File: src/rtl/riscv_pkg.sv
// riscv_pkg: shared constants and IF stage state encodings
package riscv_pkg;
  localparam logic [31:0] NOP_INST         = 32'h0000_0013;
  localparam logic [31:0] RESET_PC_DEFAULT = 32'h0000_0000;
  typedef enum logic [1:0] {IF_S_FETCH, IF_S_HOLD, IF_S_FLUSH} if_state_t;
endpackage

File: src/rtl/if_pc.sv
// if_pc: fetch PC register with sequential increment and redirect mux
module if_pc import riscv_pkg::*; #(
  parameter logic [31:0] RESET_PC = RESET_PC_DEFAULT
) (
  input  logic        clk,
  input  logic        rst,
  input  logic        inc,
  input  logic        redirect,
  input  logic [31:0] redirect_pc,
  output logic [31:0] pc
);
  // redirect wins over sequential advance; target forced to word alignment
  always_ff @(posedge clk or posedge rst)
    if (rst) pc <= RESET_PC;
    else pc <= redirect ? (redirect_pc & 32'hFFFF_FFFC) : inc ? pc + 32'd4 : pc;
endmodule

File: src/rtl/if_fetch.sv
// if_fetch: instruction fetch stage with skid buffer and redirect flush; IF_FETCH_PERF_CNT_EN adds fetch_cnt
module if_fetch import riscv_pkg::*; #(
  parameter logic [31:0] RESET_PC = RESET_PC_DEFAULT
) (
  input  logic        clk,
  input  logic        rst,
  input  logic        stall,
  input  logic        redirect,
  input  logic [31:0] redirect_pc,
  output logic        imem_req,
  output logic [31:0] imem_addr,
  input  logic        imem_ack,
  input  logic [31:0] imem_rdata,
  output logic [31:0] inst,
  output logic [31:0] inst_pc,
`ifdef IF_FETCH_PERF_CNT_EN
  output logic [31:0] fetch_cnt,
`endif
  output logic        inst_valid
);
  if_state_t   state;
  logic [31:0] pc, flush_addr, skid_inst, skid_pc;
  logic        take, out_free, load_out;
  // accepted response, output availability, and memory request decode
  always_comb begin
    take      = state == IF_S_FETCH && imem_ack && !redirect;
    out_free  = !inst_valid || !stall;
    load_out  = (take && out_free) || (state == IF_S_HOLD && !stall && !redirect);
    imem_req  = !rst && state != IF_S_HOLD;
    imem_addr = state == IF_S_FLUSH ? flush_addr : pc;
  end
  if_pc #(.RESET_PC(RESET_PC)) u_pc (
    .clk(clk),
    .rst(rst),
    .inc(take),
    .redirect(redirect),
    .redirect_pc(redirect_pc),
    .pc(pc)
  );
  // FSM, skid register and output register; HOLD state means the skid is full
  always_ff @(posedge clk or posedge rst)
    if (rst) begin
      state      <= IF_S_FETCH;
      inst_valid <= 1'b0;
      inst       <= NOP_INST;
      inst_pc    <= '0;
      skid_inst  <= NOP_INST;
      skid_pc    <= '0;
      flush_addr <= '0;
    end else if (redirect) begin
      inst_valid <= 1'b0;
      state      <= state != IF_S_HOLD && !imem_ack ? IF_S_FLUSH : IF_S_FETCH;
      if (state == IF_S_FETCH && !imem_ack) flush_addr <= pc;
    end else begin
      if (load_out) begin
        inst    <= state == IF_S_HOLD ? skid_inst : imem_rdata;
        inst_pc <= state == IF_S_HOLD ? skid_pc : pc;
      end
      inst_valid <= load_out || (inst_valid && stall);
      if (take && !out_free) begin
        skid_inst <= imem_rdata;
        skid_pc   <= pc;
      end
      state <= state == IF_S_HOLD  ? (stall ? IF_S_HOLD : IF_S_FETCH) :
               state == IF_S_FLUSH ? (imem_ack ? IF_S_FETCH : IF_S_FLUSH) :
               (take && !out_free ? IF_S_HOLD : IF_S_FETCH);
    end
`ifdef IF_FETCH_PERF_CNT_EN
  // counts instructions loaded into the output register
  always_ff @(posedge clk or posedge rst)
    if (rst) fetch_cnt <= '0;
    else if (load_out) fetch_cnt <= fetch_cnt + 32'd1;
`endif
endmodule

File: config.mk
export PLATFORM = sky130hd
export DESIGN_NAME = if_fetch
export DESIGN_NICKNAME = d
export VERILOG_FILES = /design/src/rtl/riscv_pkg.sv /design/src/rtl/if_pc.sv /design/src/rtl/if_fetch.sv
export SDC_FILE = /design/constraint.sdc
export NUM_CORES = 1
export LEC_CHECK = 0
export BUFFER_PORTS_ARGS = -buffer_cell sky130_fd_sc_hd__buf_2
export CAP_MARGIN = 15
export CORE_MARGIN = 2
export CORE_UTILIZATION = 45
export DETAILED_ROUTE_END_ITERATION = 7
export MAX_ROUTING_LAYER = met4
export PLACE_DENSITY = 0.65
export SYNTH_ARGS = -nofsm -noshare
export SYNTH_HDL_FRONTEND = slang
export SYNTH_SLANG_ARGS = --single-unit
File: constraint.sdc
create_clock -name clk -period 14 [get_ports clk]
set_input_delay 2.1 -clock clk [delete_from_list [all_inputs] [get_ports clk]]
set_output_delay 2.1 -clock clk [all_outputs]
set_load 0.02 [all_outputs]
## After elaboration in Yosys (flattened, before gate mapping)

Cells that the tools add are included.

- $add $sub $neg: 1
- Multipliers: 0
- Div/mod/pow operators: 0
- Order comparisons: 0
- Eq/ne operators: 3
- Shift operators: 0
- Mux-type cells: 13
- Bitwise operators: 1
- Reduce and logical (&&, ||, !) cells: 24

Operator list:

| kind | count |
|---|---|
| $mux W32 | 5 |
| $add A32 B3 Y32 const B | 1 |
| $logic_and A1 B1 Y1 | 10 |
| $mux W2 | 5 |
| $logic_not A1 Y1 | 6 |
| $reduce_and A2 Y1 | 3 |
| $logic_or A1 B1 Y1 | 3 |
| $mux W1 | 3 |
| $eq A2 B1 Y1 const B | 1 |
| $eq A2 B2 Y1 const B | 1 |
| $logic_not A2 Y1 | 1 |
| $ne A2 B1 Y1 const B | 1 |
| $reduce_bool A2 Y1 | 1 |
| $not A1 Y1 | 1 |

- Flip-flop bits (word level): 195
- Bits in latches: 0
- Memory bits (writable): 0
- Bits in read-only memories: 0
- Input bits: 69
- Output and inout bits: 98
- Logic and storage cells: 50
- Memories: 0

## Depth between registers and ports, before layout

Gate-level depths: netlist of the first run.

- Depth in word-level cells: 8
- Mapped depth: 7

## Hierarchy

Synthesis of the first run repeated with hierarchy kept, for this count alone.

- Cell total of the unflattened synthesis: 663
- Area total of the unflattened synthesis: 9135.0 µm²

By module, submodules not included:

| module | times used | cells each | area each (µm²) |
|---|---|---|---|
| if_fetch | 1 | 466 | 7347.0 |
| if_pc | 1 | 197 | 1788.0 |

## Least setup slack after synthesis of the first run

OpenSTA, ideal clock, no wires.

- Path kind: input to output
- Start point: input port rst
- End point: output port imem_req
- Arrival: 2393 ps
- Required time: 11900 ps
- Setup slack: 9507 ps
- Stages on the path: 1
- Buffers on the path: 0
- Cells stage by stage: nor2_1

- Cells in the longest elaborated chain, start to end: 2

Ends and longest elaborated chain:

| what | line | source |
|---|---|---|
| start: declaration | if_fetch.sv:6 | `input logic rst,` |
| $logic_not A1 Y1 (no source line) | - |  |
| $logic_and A1 B1 Y1 | if_fetch.sv:29 | `imem_req = !rst && state != IF_S_HOLD;` |
| end: declaration | if_fetch.sv:10 | `output logic imem_req,` |

No other way between the ends.

## Worst setup path in the final report of the first run

- Start point: input port redirect
- End point: register inst_pc[27]

- Cells in the longest elaborated chain, start to end: 5
- Elaborated cells between the ends (all ways): 7
- Those cells by class: bitwise: 1; reduce/logical: 6

Ends and longest elaborated chain:

| what | line | source |
|---|---|---|
| start: declaration | if_fetch.sv:8 | `input logic redirect,` |
| $logic_not A1 Y1 | if_fetch.sv:26, if_fetch.sv:28 |  |
| $logic_and A1 B1 Y1 | if_fetch.sv:26 | `take = state == IF_S_FETCH && imem_ack && !redirect;` |
| $logic_and A1 B1 Y1 | if_fetch.sv:28 | `load_out = (take && out_free) \|\| (state == IF_S_HOLD && !stall && !redirect);` |
| $logic_or A1 B1 Y1 | if_fetch.sv:28 |  |
| $reduce_and A2 Y1 (no source line) * | - |  |
| end signal: assignment | if_fetch.sv:57 | `inst_pc <= state == IF_S_HOLD ? skid_pc : pc;` |
| end: declaration | if_fetch.sv:15 | `output logic [31:0] inst_pc,` |

Every way passes the cells marked *; elsewhere a longest branch is shown, timed or not.
A chain may end at the register's enable or synchronous reset.

==> results of run 1 <==
==> per-layer routing <==
layer  routed length, µm  GRT usage  share of wire  vias to the layer above
li1                    -          -              -                     3048
met1                9695     0.2854           0.48                     3190
met2                9050     0.3143           0.45                      190
met3                1073    0.04132          0.053                       26
met4                 374    0.07069          0.019                        0
met5                   0          -              0                        -
==> worst min path at each step <==
stage              startpoint              to  cells past startpoint
5_1_grt               inst[9]         inst[9]                      1
6_report          inst_pc[22]     inst_pc[22]                      1
4_1_cts              inst[11]        inst[11]                      1
2_1_floorplan  flush_addr[10]  flush_addr[10]                      1
3_5_place_dp      inst_pc[22]     inst_pc[22]                      1
3_3_place_gp         inst[10]        inst[10]                      1
==> kinds of logic after synthesis <==
family / count (synthesis) / synth area share
AO/OA/AOI/OAI: 64 / 0.04475
XOR/XNOR: 11 / 0.01094
adder cells (fa/ha/maj): 1 / 0.001420
buffers and inverters: 72 / 0.03410
flip-flops: 187 / 0.5322
multiplexers: 178 / 0.2274
other: 1 / 0.0004258
AND/OR/NAND/NOR: 296 / 0.1487
==> power breakdown <==
part           switching, mW  total [mW]  internal (mW)
clock                  0.216       0.467          0.252
sequential            0.0717       0.734          0.662
combinational          0.183       0.343          0.160
==> synthesized netlist by cell type (2+ instances only) <==
cell / count / share of area
nor3_1: 4 / 0.0023
or3_1: 5 / 0.0036
nor4_1: 7 / 0.0050
nor2b_1: 3 / 0.0021
buf_6: 2 / 0.0026
clkbuf_1: 52 / 0.022
buf_4: 4 / 0.0034
inv_1: 8 / 0.0034
dfrtp_1: 181 / 0.51
o31ai_1: 10 / 0.0085
nand3_1: 14 / 0.0080
nor2_1: 19 / 0.0081
and3_1: 2 / 0.0014
nand2_1: 205 / 0.087
a311o_1: 2 / 0.0023
a21oi_1: 5 / 0.0028
dfstp_2: 6 / 0.018
xnor2_1: 8 / 0.0080
nand4_1: 13 / 0.0092
xor2_1: 3 / 0.0030
buf_1: 5 / 0.0021
nand2b_1: 2 / 0.0014
or4_1: 14 / 0.012
a211o_1: 2 / 0.0020
mux2_2: 177 / 0.23
a31oi_1: 11 / 0.0078
o21ai_0: 28 / 0.016
==> state kept, by name (all words and copies together), names as in the netlist <==
| register | count |
|---|---|
| inst | 32 |
| skid_pc | 30 |
| inst_pc | 30 |
| skid_inst | 32 |
| flush_addr | 30 |
| state | 2 |
| inst_valid | 1 |
| u_pc.pc | 30 |
==> critical path, cell delays in order <==
cell	delay [ns]
buf_2	0.07
buf_4	0.39
clkinv_1	0.82
o21ai_4	0.65
buf_4	0.61
mux2_2	0.40
==> layout make-up <==
type                            count  share of cell area
Tap cell                          265             0.03202
Multi-Input combinational cell    554              0.3740
Inverter                            9            0.003988
Clock buffer                       20             0.04314
Sequential cell                   187              0.4527
Clock inverter                     12             0.01124
Timing Repair Buffer              168             0.08290
==> results.toml, run 1 <==
[placement]
postPlaceCellArea_mm2 = 0.009786
dp_slack_ns = 8.701
dpl.cell_count = 1182
port_buffers = 160
dp_hpwl_mm = 12.93
place.gp.congestion = 0.8019

[worst_setup_path]
regToRegSetupSlack_ns = 10.79
worstPathRequired_ns = 14.31
critPathCaptureType = "flop"
worst_ep_arrival_time_ns = 5.13
critPathMaxFanout = 47
rr_worst_depth = 4
reg2reg_from = "state[1]"
r2r-end = "skid_pc[14]"
critPathCapture = "inst_pc[27]"
cp-start-kind = "primary input"
criticalPathCategory = "in -> reg"
startpoint = "redirect"

[clock_tree]
cts_root_buffer = "clkbuf_16"
cts_tree = "built"
cts_setup_buffers = 0
clk_path_buf_depth = 2
cts_buffers = 17
cts_hold_buf = 0
cts-resized-gates = 0
clk_pin_slew_ns = 0.07
htree_num_levels = 4
clk-insertion-delay-late_ns = 0.44
numClockSinks = 187

[synthesis]
synthArstFlopShare = 1.000
synth_cell_types = 45
synth_edf_count = 0
netlist_area_mm2 = 0.008807
syn_area_per_cell_um2 = 10.87
ys_ff_latch = 187
ys.warnings.count = 0
ys.flop_type = "dfrtp_1"
synth_cells = 810
ys_seq_area_frac = 0.5322

[pwr]
ir_drop_uv = 86.21
p_total_mw = 1.544
power.density_mw_per_mm2 = 149.1
p_leak_nw = 4.757

[sta]
fin_crit_sh = 0.3442
slew_violations = 0
setup_viol = 0
finalSetupTns_ns = 0
clock.fmax_mhz = 207.5
hold_viol = 0
hold_ws_ns = 0.4979
final.min_clock_period_ns = 4.818
skew_ns = 0.01606
layout_setup_ws_ns = 9.182
slew_headroom = 0.2691
rsz0062_at_grt = "no"
worst_slew_pin_slew_ns = 1.093

[global_route]
grt_pass1_wl_mm = 32.75
grt_pass1_vias = 6222
antenna_found_initial = 0
grt_usage = 0.2092
grt_max_degree = 121
overflow = 0

[cells_and_area]
drive_gt1_frac = 0.4105
register_area_mm2 = 0.004687
diodes = 0
fill_cells = 1735
final_core_util = 0.5355
postLayoutCellArea_mm2 = 0.01035
mostFrequentLayoutCell = "nand2_1"
instances_no_fill = 1215
syn_to_final_growth_pct = 17.56
final_cell_mix = "nand2_1, dfrtp_1, mux2_2"
multi_input_area_mm2 = 0.003872
finalNetCount = 1007

[drt]
drc = 0
routed_wl_mm = 20.19
via_count = 6454
avgRoutedWirePerCell_um = 16.62
drtPass1Iterations = 5
first_iter_violations = 308
detail-route-antenna-nets = 0
vias_per_cell = 5.312

[die]
core_mm2 = 0.01933
fp.dieH_um = 143.9
die_w_um = 143.9
die_area_mm2 = 0.02071
start_util = 0.4555
fp-row-count = 51
ios = 167

[flow_run]
maxCapViolCount = 0

[run_status]
status = "finished, final reports clean"

[hold_path]
hp-class = "reg -> reg"
Power figures use the tool's default switching activity.
==> run 2, diff against run 1 <==
Settings changed: ABC_AREA set to 1.
Clock period 14 ns to 4.5 ns, I/O delays scaled along.
==> run 2 against run 1 <==
Wire length up 7.1%. Utilization down 0.26 points. Final cell count up 28%. Count of clock-buffer cells in the layout down 2. Area after synthesis up 1.8%. Worst hold slack worse by 0.070 ns. Critical path depth up 1. Global-route usage up 0.68 points. Synthesized cell count up 43%. Flip-flop and latch count unchanged. Total power rose to 3.0 times the previous value. Critical path type is now reg -> reg. Critical endpoint is now skid_inst[18]. Largest cell class unchanged.
==> results.toml, run 2 <==
[synthesis]
synth.most_common_cell = "nand2_1"
ys.flop_type = "dfrtp_1"
synth_edf_count = 0
syn_area_per_cell_um2 = 7.740
synth-simple-area-share = 0.2090
synth_compound_area_frac = 0.1707
ys.warnings.count = 0
synthArstFlopShare = 1.000
ys_seq_area_frac = 0.5230
yosysTopAreaCell = "dfrtp_1"
synth_mux_area_frac = 0
netlist_area_mm2 = 0.008962
synth_common_cells = "nand2_1, dfrtp_1, o21ai_0"
synth-adder-area-share = 0.001396
ys_ff_latch = 187
synth_top_family_by_area = "simple AND/OR/NAND/NOR gates"
synth_cells = 1158
ys_top_cells_by_area = "dfrtp_1, nand2_1, o21ai_0, a21oi_1, nor2_1"
synth_xor_area_frac = 0.001954
synth_cell_types = 30
synth_top_area_share = 0.5054

[clock_tree]
cts_setup_buffers = 0
cts_buffers = 17
clk_path_buf_depth = 2
cts_hold_buf = 0
cts_tree = "built"
numClockSinks = 187
cts_root_buffer = "clkbuf_16"
htree_num_levels = 4
cts-resized-gates = 0
clk-insertion-delay-late_ns = 0.43
clk_pin_slew_ns = 0.07

[sta]
hold_viol = 0
slew_headroom = 0.3192
worst_slew_pin_slew_ns = 1.018
rsz0062_at_grt = "no"
finalSetupTns_ns = 0
skew_ns = 0.01327
fin_crit_sh = 0.6299
setup_viol = 0
clock.fmax_mhz = 352.8
slew_violations = 0
final.min_clock_period_ns = 2.834

[pwr]
p_clk_frac = 0.310
combinationalPowerShare = 0.220
p_seq_frac = 0.471
power.density_mw_per_mm2 = 451.4
internal_power_mw = 3.119
p_total_mw = 4.698
ir_drop_uv = 267.4
sw_frac_of_total = 0.3360
power.switching_mw = 1.578
p_leak_nw = 4.923

[placement]
dpl.cell_count = 1524
dp_hpwl_mm = 14.44
place.gp.congestion = 0.8968
port_buffers = 160

[global_route]
antenna_found_initial = 0
grt_pass1_wl_mm = 35.99
grt_usage = 0.2160
overflow = 0
grt_max_degree = 188
grt_pass1_vias = 6995

[drt]
detail-route-antenna-nets = 0
drtPass1Iterations = 7
avgRoutedWirePerCell_um = 13.89
first_iter_violations = 529
via_count = 7655
drc = 0
routed_wl_mm = 21.62
vias_per_cell = 4.920

[die]
die_area_mm2 = 0.02106
die_w_um = 145.1
core_mm2 = 0.01953
fp-row-count = 51
ios = 167
fp.dieH_um = 145.1
start_util = 0.4590

[worst_setup_path]
r2r-end = "skid_inst[18]"
startpoint = "state[1]"
critPathCapture = "skid_inst[18]"
reg2reg_from = "state[1]"
criticalPathCategory = "reg -> reg"
worstPathRequired_ns = 4.79
regToRegSetupSlack_ns = 1.67
cp-start-kind = "flop"
critPathMaxFanout = 97
worst_ep_arrival_time_ns = 3.12
critPathCaptureType = "flop"
rr_worst_depth = 7

[cells_and_area]
final_cell_mix = "nand2_1, dfrtp_1, o21ai_0"
diodes = 0
mostFrequentLayoutCell = "nand2_1"
instances_no_fill = 1556
reg_top3 = "inst x32, skid_inst x32"
drive_gt1_frac = 0.1689
finalNetCount = 1348
syn_to_final_growth_pct = 16.11
final_core_util = 0.5329

[hold_path]
hp-class = "in -> reg"

[run_status]
status = "finished, final reports clean"

[flow_run]
maxCapViolCount = 0
run 2: cell count changes after synthesis, moves of 84 or more:
| cell | previous run | this run |
|---|---|---|
| a21oi_1 | 5 | 111 |
| inv_1 | 8 | 116 |
| mux2_2 | 177 | 0 |
| nand2_1 | 205 | 289 |
| nor2_1 | 19 | 145 |
| o21ai_0 | 28 | 161 |
run 2: worst min-delay path by stage:
stage	startpoint	endpoint	slack [ns]	depth (start not counted)
2_1_floorplan	flush_addr[10]	flush_addr[10]	0.45	2
3_3_place_gp	flush_addr[9]	flush_addr[9]	0.47	2
3_5_place_dp	flush_addr[5]	flush_addr[5]	0.48	2
4_1_cts	imem_ack	state[1]	0.42	2
5_1_grt	imem_ack	state[1]	0.44	2
6_report	imem_ack	state[1]	0.43	2
run 2: cell families (layout without fill, tap and decap cells):
kind of cell    count (synthesis)  count (layout)
compound gates                297             297
xor+xnor                        2               2
fa+ha+maj                       1               1
buf+inv                       190             320
flops                         187             187
other cells                     1               4
simple gates                  480             480
run 2: worst max-delay path, stage by stage, from the launching register on:
cell,delay (ns)
dfrtp_1,0.44
nor2_2,0.15
nand2_1,0.18
nor2_2,0.59
inv_2,0.23
nor2_4,0.52
buf_12,0.39
o21ai_0,0.16
run 2: power groups by stage:
stage               sequential (mW)  clock (mW)  combinational [mW]
floorplan                      2.34           0               0.584
global placement               2.23           0                1.02
detailed placement             2.25           0                1.04
CTS                            2.21        1.49                1.04
global route                   2.26        1.57                1.17
finish                         2.21        1.46                1.03
run 2: stage by stage:
| step | cell area [µm²] | hold slack [ns] | setup WS (ns) |
|---|---|---|---|
| after floorplan | 8977 | 0.4537 | 1.423 |
| after global placement | 9838 | 0.4675 | 1.402 |
| after detailed placement | 9838 | 0.4761 | 1.358 |
| after CTS | 10410 | 0.4200 | 1.669 |
| after global routing | 10410 | 0.4420 | 1.490 |
| final | 10410 | 0.4276 | 1.666 |
run 2: routing by layer:
layer,routed length [µm],global-route usage,vias up
li1,-,-,3937
met1,10890,0.3233,3484
met2,9145,0.3045,211
met3,1244,0.03145,23
met4,343,0.06422,0
met5,0,-,-
run 2: layout make-up:
class | count | area [µm²]
clock buffer | 18 | 439.2
clock inverter | 14 | 128.9
fill | 1888 | 9120
inverter | 120 | 454.2
multi-input combinational | 784 | 3467
sequential | 187 | 4687
tap | 265 | 331.6
timing repair buffer | 168 | 898.4
==> run 3, diff against run 2 <==
Settings changed: ABC_AREA 1 to 0, PLACE_DENSITY 0.65 to 0.68.
Clock period 4.5 ns to 2.6 ns, I/O delays scaled along.
==> run 3 against run 2 <==
Clock power grew 75%. Flip-flop and latch count is the same. Clock skew decreased by 0.0037 ns. Via count is 15% lower. Utilization increased by 1.4 points. Final cell count down 21%. Worst hold slack lost 0.26 ns. Global-route usage is 0.33 points lower. Combinational power rose by 85%. Wire length decreased by 5.8%. Critical path depth shrank 3. Count of clock-buffer cells in the layout grew 1. Critical endpoint is now u_pc.pc[19]. Largest cell class unchanged.
==> results.toml, run 3 (same netlist as run 1, synthesis figures left out) <==
[die]
fp-row-count = 51
fp.dieH_um = 143.9
core_mm2 = 0.01933
die_w_um = 143.9
ios = 167
die_area_mm2 = 0.02071
start_util = 0.4555

[global_route]
grt_pass1_vias = 6507
grt_usage = 0.2126
overflow = 0
grt_pass1_wl_mm = 33.33
antenna_found_initial = 0
grt_max_degree = 83

[clock_tree]
htree_num_levels = 4
cts-resized-gates = 0
cts_tree = "built"
clk_path_buf_depth = 2
cts_buffers = 17
cts_root_buffer = "clkbuf_16"
numClockSinks = 187
clk_pin_slew_ns = 0.07
clk-insertion-delay-late_ns = 0.42
cts_setup_buffers = 0

[sta]
slew_violations = 0
fin_crit_sh = 0.8973
clock.fmax_mhz = 428.6
setup_viol = 0
worst_slew_pin_slew_ns = 0.7063
skew_ns = 0.009584
rsz0062_at_grt = "no"
hold_viol = 0
hold_ws_ns = 0.1706
final.min_clock_period_ns = 2.333
finalSetupTns_ns = 0
slew_headroom = 0.5291

[worst_setup_path]
rr_worst_depth = 4
slowest_stage = "or4_4"
critPathCaptureType = "flop"
criticalPathCategory = "reg -> reg"
worst_ep_arrival_time_ns = 2.67
startpoint = "state[1]"
crit_chain = "or3b_1 > or4_4 > or4_1 > a31oi_1"
cp-start-kind = "flop"
cp_slowest_stage_delay_ns = 0.63
reg2reg_from = "state[1]"
worstPathRequired_ns = 2.94
critPathMaxFanout = 11

[drt]
drc = 0
via_count = 6484
drtPass1Iterations = 4
detail-route-antenna-nets = 0
routed_wl_mm = 20.36
avgRoutedWirePerCell_um = 16.50
first_iter_violations = 346
vias_per_cell = 5.254

[placement]
place.gp.congestion = 0.8033
port_buffers = 160
dp_hpwl_mm = 13.69
dpl.cell_count = 1201

[cells_and_area]
finalNetCount = 1026
drive_gt1_frac = 0.4211
diodes = 0
final_core_util = 0.5469
reg_top3 = "inst x32, skid_inst x32"
mostFrequentLayoutCell = "nand2_1"
final_cell_mix = "nand2_1, dfrtp_1, mux2_2"
syn_to_final_growth_pct = 20.07
fill_cells = 1729
instances_no_fill = 1234

[hold_path]
min_path_cells = 3
min_from = "redirect_pc[3]"
hp-class = "in -> reg"

[pwr]
power.density_mw_per_mm2 = 794.5
p_leak_nw = 4.877
ir_drop_uv = 458.4
p_total_mw = 8.402

[flow_run]
maxCapViolCount = 0

[run_status]
status = "finished, final reports clean"
[run 3: changes by cell type in the layout (fill, tap and decap cells not counted), sizes merged, moves of 24 or more]
| cell | before | now |
|---|---|---|
| mux2 | 0 | 177 |
| nor2 | 149 | 19 |
| inv | 126 | 9 |
| nand3 | 38 | 14 |
| nand2 | 289 | 205 |
| o21ai | 170 | 29 |
| a21oi | 111 | 5 |
[run 3: worst paths after layout]
check / endpoint / slack [ns]
worst min register to register: inst[22] / 0.50
max in group asynchronous: skid_inst[4] / 1.23
min in group asynchronous: inst[7] / 0.56
worst max-delay path: u_pc.pc[19] / 0.27
worst min-delay path: u_pc.pc[3] / 0.17
worst max register to register: u_pc.pc[19] / 0.27
[run 3: what timing repair did]
action	in CTS	in global routing
hold buffers	1	0
setup endpoints to repair	0	0
endpoints found under the hold margin	11	0
[run 3: worst max-delay path, delay by kind of cell, from the launching register on]
family | cells | cell delay, ns
and+or+nand+nor | 3 | 1.60
AOI/OAI and AO/OA | 1 | 0.17
DFF | 1 | 0.47
[run 3: report_power, final]
group / total [mW] / switching, mW / internal, mW
Sequential: 3.94 / 0.372 / 3.57
Combinational: 1.91 / 1.02 / 0.892
Clock: 2.55 / 1.13 / 1.43
[run 3: stage by stage]
stage	cell area, µm²	worst slack (ns)
floorplan	8822	-0.1916
global placement	9987	0.3127
detailed placement	9987	0.2765
CTS	10580	0.2808
global route	10580	0.1563
finish	10580	0.2670
[run 3: final cells by class]
| type | instances | area [µm²] | share of cell area |
|---|---|---|---|
| well taps | 265 | 331.6 | 0.03135 |
| clock inverters | 13 | 145.1 | 0.01372 |
| clock buffers | 19 | 432.9 | 0.04094 |
| multi-input cells | 554 | 3872 | 0.3662 |
| repair buffers | 187 | 1069 | 0.1010 |
| inverters | 9 | 37.54 | 0.003549 |
| flip-flops and latches | 187 | 4687 | 0.4432 |
[run 3: layer usage]
layer	routed length [µm]	GRT usage
met5	0	-
met4	294	0.05160
met3	923	0.04265
met2	9532	0.3316
met1	9612	0.2877
